**src/rtl/dds_meas_pkg.sv**
```systemverilog
// Shared types and default constants for the DDS sample-stream measurement blocks.
// Sample width matches the DDS Magnitude output.
package dds_meas_pkg;

    localparam int unsigned SAMPLE_W_DEF = 8;
    localparam int unsigned CNT_W_DEF    = 16;
    localparam int unsigned MID_DEF      = 128;
    localparam int unsigned HYST_DEF     = 4;

    typedef enum logic [1:0] {
        S_INIT,
        S_LOW,
        S_HIGH
    } cross_state_e;

endpackage

```
**src/rtl/crossing_detector.sv**
```systemverilog
// Hysteresis comparator and 3-state side tracker for midscale crossings.
// Emits a one-cycle rise strobe on the accepted sample that crosses upward out of S_LOW.
module crossing_detector
    import dds_meas_pkg::*;
#(
    parameter int unsigned SAMPLE_W = SAMPLE_W_DEF,
    parameter int unsigned MID      = MID_DEF,
    parameter int unsigned HYST     = HYST_DEF
) (
    input  logic                clk,
    input  logic                rst,
    input  logic [SAMPLE_W-1:0] sample,
    input  logic                sample_valid,
    input  logic                restart,
    output logic                rise
);

    // One extra bit so MID+HYST never wraps for a full-scale threshold.
    localparam logic [SAMPLE_W:0] HI_TH = (SAMPLE_W + 1)'(MID + HYST);
    localparam logic [SAMPLE_W:0] LO_TH = (SAMPLE_W + 1)'(MID - HYST);

    cross_state_e state_q, state_d;
    logic         above, below;

    assign above = {1'b0, sample} >= HI_TH;
    assign below = {1'b0, sample} <= LO_TH;

    always_ff @(posedge clk or posedge rst) begin
        if (rst) begin
            state_q <= S_INIT;
        end else begin
            state_q <= state_d;
        end
    end

    always_comb begin
        state_d = state_q;
        if (restart) begin
            state_d = S_INIT;
        end else if (sample_valid) begin
            unique case (state_q)
                S_INIT: begin
                    if (above) begin
                        state_d = S_HIGH;
                    end else if (below) begin
                        state_d = S_LOW;
                    end
                end
                S_LOW:   if (above) state_d = S_HIGH;
                S_HIGH:  if (below) state_d = S_LOW;
                default: state_d = S_INIT;
            endcase
        end
    end

    always_comb begin
        rise = sample_valid && (state_q == S_LOW) && above;
    end

endmodule

```
**src/rtl/dds_period_meter.sv**
```systemverilog
// Measures period (in accepted samples) and min/max per waveform cycle of the DDS output.
// Optional PERIOD_AVG_EN: report a sliding 4-period average instead of the raw period.
module dds_period_meter
    import dds_meas_pkg::*;
#(
    parameter int unsigned SAMPLE_W = SAMPLE_W_DEF,
    parameter int unsigned CNT_W    = CNT_W_DEF,
    parameter int unsigned MID      = MID_DEF,
    parameter int unsigned HYST     = HYST_DEF
) (
    input  logic                clk,
    input  logic                rst,
    input  logic [SAMPLE_W-1:0] sample_in,
    input  logic                sample_valid,
    output logic [CNT_W-1:0]    period,
    output logic [SAMPLE_W-1:0] peak_max,
    output logic [SAMPLE_W-1:0] peak_min,
    output logic                meas_valid,
    output logic                locked,
    output logic                overflow
);

    // Largest count that may still be incremented: period cnt+1 always fits in CNT_W.
    localparam logic [CNT_W-1:0] CNT_LIMIT = {{(CNT_W - 1){1'b1}}, 1'b0};

    logic [CNT_W-1:0]    cnt_q;
    logic [SAMPLE_W-1:0] min_q, max_q;
    logic                locked_q, overflow_q, meas_valid_q;
    logic [CNT_W-1:0]    period_q;
    logic [SAMPLE_W-1:0] peak_max_q, peak_min_q;

    logic                rise, timeout, report_raw, report;
    logic [CNT_W-1:0]    raw_period, report_period;
    logic [SAMPLE_W-1:0] cyc_max, cyc_min;

    crossing_detector #(
        .SAMPLE_W (SAMPLE_W),
        .MID      (MID),
        .HYST     (HYST)
    ) u_crossing_detector (
        .clk          (clk),
        .rst          (rst),
        .sample       (sample_in),
        .sample_valid (sample_valid),
        .restart      (timeout),
        .rise         (rise)
    );

    always_comb begin
        raw_period = cnt_q + CNT_W'(1);
        report_raw = rise && locked_q;
        timeout    = sample_valid && locked_q && !rise && (cnt_q == CNT_LIMIT);
        cyc_max    = (sample_in > max_q) ? sample_in : max_q;
        cyc_min    = (sample_in < min_q) ? sample_in : min_q;
    end

`ifdef PERIOD_AVG_EN
    logic [CNT_W-1:0] hist_q [4];
    logic [2:0]       fill_q;
    logic [CNT_W+1:0] sum_new;

    // Sum of the three newest stored periods plus the one being completed now.
    always_comb begin
        sum_new = {2'b00, hist_q[1]} + {2'b00, hist_q[2]} + {2'b00, hist_q[3]}
                + {2'b00, raw_period};
        report        = report_raw && (fill_q >= 3'd3);
        report_period = sum_new[CNT_W+1:2];
    end

    always_ff @(posedge clk or posedge rst) begin
        if (rst) begin
            for (int i = 0; i < 4; i++) hist_q[i] <= '0;
            fill_q <= '0;
        end else if (timeout) begin
            for (int i = 0; i < 4; i++) hist_q[i] <= '0;
            fill_q <= '0;
        end else if (report_raw) begin
            hist_q[0] <= hist_q[1];
            hist_q[1] <= hist_q[2];
            hist_q[2] <= hist_q[3];
            hist_q[3] <= raw_period;
            if (fill_q < 3'd4) fill_q <= fill_q + 3'd1;
        end
    end
`else
    always_comb begin
        report        = report_raw;
        report_period = raw_period;
    end
`endif

    always_ff @(posedge clk or posedge rst) begin
        if (rst) begin
            cnt_q        <= '0;
            min_q        <= '0;
            max_q        <= '0;
            locked_q     <= 1'b0;
            overflow_q   <= 1'b0;
            meas_valid_q <= 1'b0;
            period_q     <= '0;
            peak_max_q   <= '0;
            peak_min_q   <= '0;
        end else begin
            meas_valid_q <= report;
            if (sample_valid) begin
                if (rise) begin
                    if (report) begin
                        period_q   <= report_period;
                        peak_max_q <= cyc_max;
                        peak_min_q <= cyc_min;
                        overflow_q <= 1'b0;
                    end
                    locked_q <= 1'b1;
                    cnt_q    <= '0;
                    max_q    <= sample_in;
                    min_q    <= sample_in;
                end else if (timeout) begin
                    overflow_q <= 1'b1;
                    locked_q   <= 1'b0;
                    cnt_q      <= '0;
                end else if (locked_q) begin
                    cnt_q <= raw_period;
                    max_q <= cyc_max;
                    min_q <= cyc_min;
                end
            end
        end
    end

    assign period     = period_q;
    assign peak_max   = peak_max_q;
    assign peak_min   = peak_min_q;
    assign meas_valid = meas_valid_q;
    assign locked     = locked_q;
    assign overflow   = overflow_q;

endmodule
```
**config.mk**
```make
export PLATFORM = sky130hd
export DESIGN_NAME = dds_period_meter
export DESIGN_NICKNAME = d
export VERILOG_FILES = /design/src/rtl/dds_meas_pkg.sv /design/src/rtl/crossing_detector.sv /design/src/rtl/dds_period_meter.sv
export SDC_FILE = /design/constraint.sdc
export NUM_CORES = 1
export LEC_CHECK = 0
export BUFFER_PORTS_ARGS = -buffer_cell sky130_fd_sc_hd__clkbuf_2
export CAP_MARGIN = 20
export CORE_MARGIN = 2
export CORE_UTILIZATION = 57
export CTS_BUF_LIST = sky130_fd_sc_hd__clkbuf_4 sky130_fd_sc_hd__clkbuf_8
export CTS_CLUSTER_SIZE = 24
export DETAILED_ROUTE_END_ITERATION = 8
export GPL_TIMING_DRIVEN = 0
export PLACE_DENSITY = 0.79
export SYNTH_ARGS = -nofsm -noshare
export SYNTH_HDL_FRONTEND = slang
export SYNTH_SLANG_ARGS = --single-unit
```
**constraint.sdc**
```tcl
create_clock -name clk -period 6.4 [get_ports clk]
set_input_delay 0.32 -clock clk [delete_from_list [all_inputs] [get_ports clk]]
set_output_delay 0.32 -clock clk [all_outputs]
set_load 0.02 [all_outputs]
```
==> results of run 1 <==
[logic make-up after synthesis]
kind of cell	after synthesis
AOI/OAI and AO/OA	90
xor gates and xnor gates	14
adders and majority gates	17
buffers and inverters	41
DFF	69
muxes	27
and+or+nand+nor	106
[through the flow]
stage / instances / power (W) / hold WS [ps] / instance area (um2) / setup slack (ps)
detailed placement: 485 / 0.00135 / 470 / 3940 / 3690
finish: 499 / 0.00169 / 143 / 4130 / 3770
global placement: 485 / 0.00131 / 457 / 3940 / 3550
CTS: 499 / 0.00170 / 177 / 4130 / 3780
floorplan: 364 / 0.00116 / 442 / 3620 / 4060
global route: 499 / 0.00180 / 221 / 4130 / 3600
[registers in the layout, indices dropped and copies added, names as in the netlist]
name / count
cnt_q: 16
period: 16
max_q: 8
min_q: 8
peak_max: 8
peak_min: 8
u_crossing_detector.state_q: 2
locked: 1
meas_valid: 1
overflow: 1
[layer usage]
metal  wire (um)  GRT usage  part of all wire
met3         393     0.0504             0.050
met1        3710      0.348              0.47
met4         113     0.0865             0.014
met5           0          0                 0
met2        3700      0.370              0.47
[final cells by class]
type / instances / area (um2) / area share
clock buffer: 12 / 153 / 0.0370
tap: 77 / 96.3 / 0.0233
inverter: 24 / 92.6 / 0.0224
multi-input combinational: 254 / 1730 / 0.418
sequential: 69 / 1730 / 0.418
timing repair buffer: 44 / 220 / 0.0533
buffer: 17 / 77.6 / 0.0188
clock inverter: 2 / 35.0 / 0.00849
[path summary, 6_finish.rpt]
path	end	slack (ps)	cells past startpoint
min	period[8]	140	2
min reg2reg	period[11]	480	2
max	max_q[1]	3770	9
min in group clk	min_q[7]	300	3
max in group asynchronous	peak_min[0]	5710	2
max reg2reg	max_q[1]	3770	9
[where the power goes]
group          switching [W]  leakage (nW)  internal, W
Sequential         0.0000989         0.868     0.000571
Clock               0.000154        0.0991     0.000195
Combinational       0.000389          1.10     0.000283
Total               0.000641          2.07      0.00105
[cells in the mapped netlist (2+ instances only)]
cell	n	area share
dfrtp_1	69	0.48
nand2_1	44	0.046
a21oi_1	27	0.037
inv_1	23	0.024
o21ai_1	23	0.032
nor2_1	22	0.023
ha_1	17	0.059
mux2i_1	16	0.044
a31oi_1	15	0.026
xor2_1	10	0.024
buf_2	8	0.011
clkbuf_1	7	0.0073
mux2_1	6	0.019
nand3_1	6	0.0083
o21ai_0	6	0.0083
and2_1	5	0.0086
and3_1	5	0.0086
mux2_4	5	0.021
nand4_1	5	0.0086
nor3_1	4	0.0055
xnor2_1	4	0.0097
a41oi_1	3	0.0073
nand2b_1	3	0.0052
o21a_1	3	0.0062
a21o_1	2	0.0041
nor3b_4	2	0.010
o211ai_1	2	0.0041
o22ai_1	2	0.0035
==> run_results.csv, run 1 <==
group,metric,value,unit
clocking,cts.repair.resized,0,
hold_path,hp-class,"in -> async",
yosys,synth_nets,392,
critical_path,start_kind,"flip-flop",
clocking,postCtsHoldBufs,0,
routing,firstDrtPassIters,4,
yosys,yosys.cell_types.count,48,
critical_path,crit_required,6620,ps
routing,drcViolationCount,0,
sta,slew_headroom,0.436,
yosys,synth_top_family_by_area,"compound AO/OA/AOI/OAI gates",
die,fp.dieH,83.7,um
yosys,ys_ff_latch,69,
grt,grt_pass1_vias,2801,
pwr,power_density,409,mW/mm2
critical_path,critPathBufInv,3,
clocking,postCtsSetupBuffers,0,
yosys,synth_compound_area_frac,0.152,
yosys,synthMuxAreaShare,0.0836,
die,rows,29,
grt,grt_pass1_wl,13.6,mm
routing,routed_wl,7.91,mm
final_layout,utilization,0.661,
critical_path,critPathTopFamily,"buffers and inverters",
routing,detail-route-antenna-nets,0,
yosys,synth-edff-count,0,
grt,grt_max_degree,70,
yosys,async_flop_share,1.00,
sta,rsz0062_at_grt,"false",
yosys,syn_inst,364,
die,num_io_pins,46,
critical_path,worstPathCellList,"inv_1 -> ha_1 -> nand4_1 -> or2_2 -> o21ai_0 -> buf_1 -> o31a_1 -> buf_4 -> mux2_1",
clocking,numCtsBuffers,9,
yosys,synth_fa_ha_area_frac,0.0587,
critical_path,r2r-start,"max_q[7]",
clocking,numClockSinks,69,
grt,antenna_found_initial,0,
yosys,synth_area_per_cell,9.95,um2
critical_path,critPathLaunch,"max_q[7]",
final_layout,final_cell_mix,"dfrtp_1, nand2_1, clkbuf_2, a21oi_1, o21ai_1",
placement,gp_congestion,0.869,
yosys,synth_warnings,0,
sta,final.period_utilization,0.410,
yosys,synth_xor_area_frac,0.0339,
yosys,synth_area,0.00362,mm2
outcome,run_status,"completed",
die,core_area,0.00624,mm2
final_layout,layout_commonest_cell,"dfrtp_1",
final_layout,final_layout_size_suffix_gt1_frac,0.199,
sta,final-hold-violation-count,0,
sta,tightest_slew,846,ps
placement,dpl.hpwl,5.53,mm
clocking,clkTransAtPathRegs,60,ps
final_layout,fillers,533,
die,initial_core_util,0.580,
final_layout,num-nets-final,447,
critical_path,cp_slowest_stage_delay,570,ps
final_layout,syn2layout_area_growth,14.0,%
clocking,h-tree-depth,3,
clocking,worstSkewPairLatency,350,ps
yosys,ys_seq_area_frac,0.477,
clocking,root_buffer,"clkbuf_8",
sta,maxSlewViolCount,0,
clocking,cts_tree,"done",
sta,fin_skew,10.3,ps
routing,routedWlPerCell,15.9,um
critical_path,path_max_fanout,10,
clocking,clockBufferDepth,2,
sta,fin_setup_tns,0,ps
critical_path,crit_type,"reg -> reg",
yosys,synth_top_flop_cell,"dfrtp_1",
sta,fmax,381,MHz
critical_path,slowest_stage,"buf_1",
routing,viasPerCell,5.69,
final_layout,diodes,0,
sta,setup_violations,0,
job,drv_cap,0,
grt,grt_usage,0.243,
yosys,synth_simple_gate_area_share,0.149,
die,die_area,0.00701,mm2
sta,min_period,2630,ps
pwr,leakage,2.07,nW
placement,portBuffers,44,
critical_path,end_kind,"flip-flop",
pwr,peakVddDrop,0.000257,V
routing,dr.first_iter.drc_count,201,
die,die_x,83.7,um
grt,gr-total-overflow,0,
critical_path,arrival,2850,ps
routing,vias,2840,
Power figures use the tool's default switching activity.
==> inputs of run 2 (changes only) <==
--- a/config.mk
+++ b/config.mk
@@ -5,6 +5,7 @@
 export SDC_FILE = /design/constraint.sdc
 export NUM_CORES = 1
 export LEC_CHECK = 0
+export ABC_AREA = 1
 export BUFFER_PORTS_ARGS = -buffer_cell sky130_fd_sc_hd__clkbuf_2
 export CAP_MARGIN = 20
 export CORE_MARGIN = 2
@@ -13,7 +14,7 @@
 export CTS_CLUSTER_SIZE = 24
 export DETAILED_ROUTE_END_ITERATION = 8
 export GPL_TIMING_DRIVEN = 0
-export PLACE_DENSITY = 0.79
+export PLACE_DENSITY = 0.78
 export SYNTH_ARGS = -nofsm -noshare
 export SYNTH_HDL_FRONTEND = slang
 export SYNTH_SLANG_ARGS = --single-unit
==> constraint.sdc (replaced) <==
create_clock -name clk -period 2.6 [get_ports clk]
set_input_delay 0.13 -clock clk [delete_from_list [all_inputs] [get_ports clk]]
set_output_delay 0.13 -clock clk [all_outputs]
set_load 0.02 [all_outputs]
==> run 2 against run 1 <==
Core utilization down 0.16 points. Non-clock buffer count down 2. Clock-buffer cell count unchanged. Critical endpoint is now peak_max[6]. Sequential power rose to 2.5 times the previous value. Largest power group unchanged. Maximum frequency up 11%. Final cell count up 25%.
==> run_results.csv, run 2 <==
group,metric,value,unit
critical_path,path_max_fanout,10,
placement,gp_congestion,0.909,
routing,vias,3509,
final_layout,fillers,586,
pwr,p_total,0.00432,W
yosys,async_flop_share,1.00,
yosys,syn_inst,483,
yosys,synth_top_flop_cell,"dfrtp_1",
critical_path,cp_slowest_stage_delay,460,ps
yosys,synth-edff-count,0,
clocking,clkTransAtPathRegs,70,ps
sta,final-hold-violation-count,0,
yosys,synth_area_per_cell,8.10,um2
sta,tightest_slew,836,ps
hold_path,hp-class,"in -> reg",
routing,viasPerCell,5.61,
sta,setup_violations,0,
die,rows,30,
clocking,numClockSinks,69,
yosys,synth_top_area_share,0.441,
yosys,synth_warnings,0,
die,die_x,86.8,um
clocking,h-tree-depth,3,
clocking,clockBufferDepth,2,
critical_path,arrival,2600,ps
sta,fmax,423,MHz
placement,dp_slack,248,ps
final_layout,final_layout_size_suffix_gt1_frac,0.209,
clocking,numCtsBuffers,9,
grt,grt_max_degree,70,
critical_path,start_kind,"flip-flop",
critical_path,crit_top_cell,"nand2_1",
grt,gr-total-overflow,0,
sta,slew_headroom,0.443,
routing,drcViolationCount,0,
pwr,leakage,2.36,nW
critical_path,end_kind,"flip-flop",
die,num_io_pins,46,
routing,detail-route-antenna-nets,0,
critical_path,slowest_stage,"nand4_1",
die,core_area,0.00672,mm2
yosys,synthTopCellsByArea,"dfrtp_1, nand2_1, nand3_1, ha_1, inv_1",
final_layout,layout_commonest_cell,"nand2_1",
clocking,root_buffer,"clkbuf_8",
die,fp.dieH,86.8,um
placement,dpl.hpwl,6.81,mm
routing,routedWlPerCell,15.5,um
placement,portBuffers,45,
sta,fin_skew,15.1,ps
pwr,power_density,976,mW/mm2
grt,grt_pass1_wl,16.0,mm
pwr,peakVddDrop,0.000505,V
grt,grt_pass1_vias,3338,
routing,firstDrtPassIters,4,
die,initial_core_util,0.582,
sta,rsz0062_at_grt,"false",
clocking,worstSkewPairLatency,350,ps
critical_path,worstPathCellList,"inv_1 -> ha_1 -> nand2_1 -> nor2_1 -> nand4_1 -> nand2_2 -> nand2_1 -> nand3_1 -> nand2_1",
die,die_area,0.00754,mm2
final_layout,final_cell_mix,"nand2_1, dfrtp_1, nand3_1, inv_1, clkbuf_2",
outcome,run_status,"completed",
grt,grt_usage,0.274,
yosys,synth_common_cells,"nand2_1, dfrtp_1, nand3_1",
yosys,synth_area,0.00391,mm2
yosys,synth_nets,511,
final_layout,diodes,0,
critical_path,crit_required,2840,ps
routing,dr.first_iter.drc_count,338,
sta,maxSlewViolCount,0,
grt,antenna_found_initial,0,
clocking,cts_tree,"done",
job,drv_cap,0,
sta,final.period_utilization,0.908,
sta,min_period,2360,ps
yosys,synth_largest_area_cell,"dfrtp_1",
yosys,yosys.cell_types.count,34,
critical_path,crit_type,"reg -> reg",
yosys,ys_seq_area_frac,0.441,
yosys,yosysMostFrequentCell,"nand2_1",
final_layout,num-nets-final,568,
sta,setup_ws,238,ps
routing,routed_wl,9.69,mm
final_layout,syn2layout_area_growth,13.3,%
yosys,ys_ff_latch,69,
-- run 2: cell types whose count changed in the layout (fill, tap and decap cells not counted), sizes merged, moves of 5 or more --
cell   delta
nor2     +12
a31oi    -15
inv      +30
a21oi     +7
mux2     -11
and2      -5
nand2    +98
mux2i    -16
nand3    +49
-- run 2: cell type report --
class	instances	area, um2	area share
multi-input cells	347	1910	0.432
well taps	80	100	0.0226
plain buffers	13	71.3	0.0161
inverters	54	205	0.0463
clock inverters	4	22.5	0.00508
repair buffers	46	235	0.0531
flip-flops and latches	69	1730	0.390
clock buffers	12	159	0.0358
-- run 2: timing repair --
| action | CTS | global route |
|---|---|---|
| hold buffers | 1 | 0 |
| setup buffers | 0 | 0 |
| endpoints found under the hold margin | 69 | 0 |
| endpoints found under the setup margin | 0 | 1 |
| gates resized for setup | 0 | 1 |
-- run 2: cell families (layout without fill, tap and decap cells) --
| family | after synthesis | after routing | share of synthesized area |
|---|---|---|---|
| adders and majority gates | 17 | 17 | 0.0544 |
| buffers and inverters | 67 | 129 | 0.0701 |
| and+or+nand+nor | 246 | 246 | 0.301 |
| DFF | 69 | 69 | 0.441 |
| AOI/OAI and AO/OA | 71 | 71 | 0.104 |
| xor gates and xnor gates | 13 | 13 | 0.0291 |
-- run 2: final timing paths --
path	from	to	cells past startpoint	slack [ps]
max	max_q[7]	peak_max[6]	9	240
min	sample_valid	u_crossing_detector.state_q[1]	3	150
max reg2reg	max_q[7]	peak_max[6]	9	240
min reg2reg	period[15]	period[15]	2	480
max in group asynchronous	rst	min_q[7]	3	1550
min in group asynchronous	rst	max_q[4]	3	480
-- run 2: worst max-delay path: cells and delay by family, from the launching register on --
family | cells | cell delay, ps
simple gates | 7 | 1550
flops | 1 | 340
fa+ha+maj | 1 | 290
buf+inv | 1 | 70
-- run 2: per-stage QoR --
step / hold WS, ps / utilization / cell area [um2] / cells / TNS (ps)
after floorplan: 334 / - / 3910 / 483 / 0
after global placement: 457 / 0.631 / 4240 / 608 / -5970
after detailed placement: 354 / 0.631 / 4240 / 608 / 0
after CTS: 142 / 0.659 / 4430 / 625 / 0
after global routing: 153 / 0.660 / 4430 / 625 / 0
final: 152 / 0.660 / 4430 / 625 / 0
-- run 2: routing by layer --
metal | share of wire | GRT usage | vias up
met2 | 0.45 | 0.402 | 138
li1 | - | - | 1692
met3 | 0.075 | 0.0610 | 18
met4 | 0.020 | 0.0966 | 0
met5 | 0 | 0 | -
met1 | 0.46 | 0.398 | 1661
-- run 2: report_power, final --
| part | internal, W | switching [W] |
|---|---|---|
| logic | 0.000616 | 0.00118 |
| clock network | 0.000404 | 0.000419 |
| registers | 0.00145 | 0.000256 |
==> inputs of run 3 (changes only) <==
--- a/config.mk
+++ b/config.mk
@@ -15,6 +15,7 @@
 export DETAILED_ROUTE_END_ITERATION = 8
 export GPL_TIMING_DRIVEN = 0
 export PLACE_DENSITY = 0.78
+export RECOVER_POWER = 25
 export SYNTH_ARGS = -nofsm -noshare
 export SYNTH_HDL_FRONTEND = slang
 export SYNTH_SLANG_ARGS = --single-unit
==> run 3 against run 2 <==
Clock-buffer cell count unchanged. Core utilization decreased by 0.67 points. Via count increased by 0.14%. Clock power decreased by 2%. First-iteration DRC count increased by 4.1%. Non-clock buffer count unchanged. Worst setup slack improved by 27 ps. Combinational power decreased by 3%. Design area decreased by 1.0%. Register-to-register slack improved by 30 ps. Critical path type unchanged. Highest routed layer unchanged.
==> run_results.csv, run 3 (synthesized netlist as in run 2, its figures left out) <==
group,metric,value,unit
critical_path,reg2regPathDepth,9,
grt,antenna_found_initial,0,
sta,tightest_slew,1400,ps
pwr,p_total,0.00425,W
sta,fin_skew,13.8,ps
critical_path,path_max_fanout,10,
critical_path,arrival,2570,ps
clocking,clockBufferDepth,2,
critical_path,crit_top_cell,"nand2_1",
pwr,clockPowerShare,0.190,
final_layout,final_layout_size_suffix_gt1_frac,0.147,
hold_path,min-delay-start,"sample_valid",
pwr,power_density,969,mW/mm2
final_layout,layout_commonest_cell,"nand2_1",
final_layout,fin_area,0.00439,mm2
grt,grt_pass1_wl,16.0,mm
sta,final.period_utilization,0.898,
sta,setup_violations,0,
sta,min_period,2330,ps
placement,dp.cells,608,
clocking,cts_tree,"done",
clocking,clkTransAtPathRegs,70,ps
sta,slew_headroom,0.0641,
hold_path,hp-class,"in -> reg",
clocking,worstSkewPairLatency,350,ps
clocking,h-tree-depth,3,
grt,grt_max_degree,70,
critical_path,crit_type,"reg -> reg",
pwr,share_seq_of_total_power,0.400,
sta,final-hold-violation-count,0,
critical_path,r2r-start,"max_q[7]",
clocking,numCtsBuffers,9,
critical_path,r2r_end,"peak_max[6]",
job,drv_cap,0,
critical_path,crit_required,2830,ps
grt,grt_usage,0.274,
routing,detail-route-antenna-nets,0,
critical_path,critPathTopFamily,"simple AND/OR/NAND/NOR gates",
routing,dr.first_iter.drc_count,352,
die,die_area,0.00754,mm2
sta,fin_setup_tns,0,ps
pwr,power.switching,0.00184,W
die,num_io_pins,46,
die,die_x,86.8,um
pwr,switching_share,0.432,
critical_path,worstPathCellList,"inv_1 -> ha_1 -> nand2_1 -> nor2_1 -> nand4_1 -> nand2_2 -> nand2_1 -> nand3_1 -> nand2_1",
critical_path,end_kind,"flip-flop",
final_layout,fillers,608,
sta,rsz0062_at_grt,"false",
placement,gp_congestion,0.909,
routing,wl_met3,760,um
final_layout,diodes,0,
final_layout,final_cell_mix,"nand2_1, dfrtp_1, nand3_1, inv_1, clkbuf_1",
routing,drt-met1-wl,4.34,mm
critical_path,slowest_stage,"nand4_1",
die,fp.dieH,86.8,um
routing,vias,3514,
die,initial_core_util,0.582,
grt,gr-total-overflow,0,
final_layout,num-nets-final,568,
die,rows,30,
routing,viasPerCell,5.62,
die,core_area,0.00672,mm2
sta,fmax,428,MHz
critical_path,critPathBufInv,1,
pwr,intPower,0.00241,W
critical_path,cp_slowest_stage_delay,450,ps
final_layout,syn2layout_area_growth,12.2,%
critical_path,start_kind,"flip-flop",
clocking,numClockSinks,69,
hold_path,holdPathEnd,"u_crossing_detector.state_q[1]",
placement,post_dp_cell_area,0.00424,mm2
placement,portBuffers,45,
placement,dpl.hpwl,6.81,mm
critical_path,reg2reg_slack,270,ps
pwr,leakage,2.25,nW
clocking,root_buffer,"clkbuf_8",
routing,routedWlPerCell,15.4,um
routing,drcViolationCount,0,
routing,firstDrtPassIters,6,
pwr,pwr-share-comb,0.410,
outcome,run_status,"completed",
routing,routed_wl,9.62,mm
hold_path,holdPathStages,3,
grt,grt_pass1_vias,3338,
routing,top_layer,"met4",
pwr,peakVddDrop,0.000500,V
final_layout,stdcell_count,625,
routing,met2_length,4.34,mm
sta,maxSlewViolCount,0,
clocking,postCtsSetupBuffers,0,
## run 3: worst register-to-register path: cells and delay by family (launching register included)
| family | cells | cell delay, ps |
|---|---|---|
| buffers and inverters | 1 | 70 |
| flip-flops | 1 | 340 |
| AND/OR/NAND/NOR | 7 | 1520 |
| adder cells (fa/ha/maj) | 1 | 290 |
## run 3: final cells by class
type / count / area [um2] / area share
clock buffers: 12 / 159 / 0.0362
multi-input cells: 347 / 1910 / 0.436
inverters: 54 / 203 / 0.0462
repair buffers: 46 / 193 / 0.0439
clock inverters: 4 / 22.5 / 0.00513
flip-flops and latches: 69 / 1730 / 0.393
well taps: 80 / 100 / 0.0228
plain buffers: 13 / 71.3 / 0.0163
## run 3: worst max-delay path by stage
stage                  start     endpoint  slack, ps  cells after the start
CTS                 max_q[7]  peak_max[6]        220                      9
floorplan                rst     cnt_q[0]        730                      1
finish              max_q[7]  peak_max[6]        270                      9
global route        max_q[7]  peak_max[6]        130                      9
detailed placement  max_q[7]  peak_max[6]        250                      9
global placement         rst  peak_min[7]        -90                      2
## run 3: per-stage QoR
step	util	hold WS, ps	setup slack, ps
6_report	0.653	159	265
5_1_grt	0.653	153	134
4_1_cts	0.659	142	218
3_5_place_dp	0.631	354	248
3_3_place_gp	0.631	457	-90.7
2_1_floorplan	-	334	730
## run 3: power groups by stage
stage / registers, W / logic, W / clock network [W]
after floorplan: 0.00193 / 0.00102 / 0
after global placement: 0.00169 / 0.00171 / 0
after detailed placement: 0.00171 / 0.00177 / 0
after CTS: 0.00170 / 0.00179 / 0.000822
after global routing: 0.00174 / 0.00198 / 0.000861
final: 0.00170 / 0.00174 / 0.000809
## run 3: timing repair
action / in CTS / in global routing
gates resized for setup: 0 / 1
hold endpoints to repair: 69 / 0
endpoints found under the setup margin: 0 / 1
hold buffers: 1 / 0
## run 3: per-layer routing
metal  vias up  global-route usage
met3        19              0.0610
li1       1691                   -
met2       161               0.402
met4         0              0.0966
met5         -                   0
met1      1643               0.398
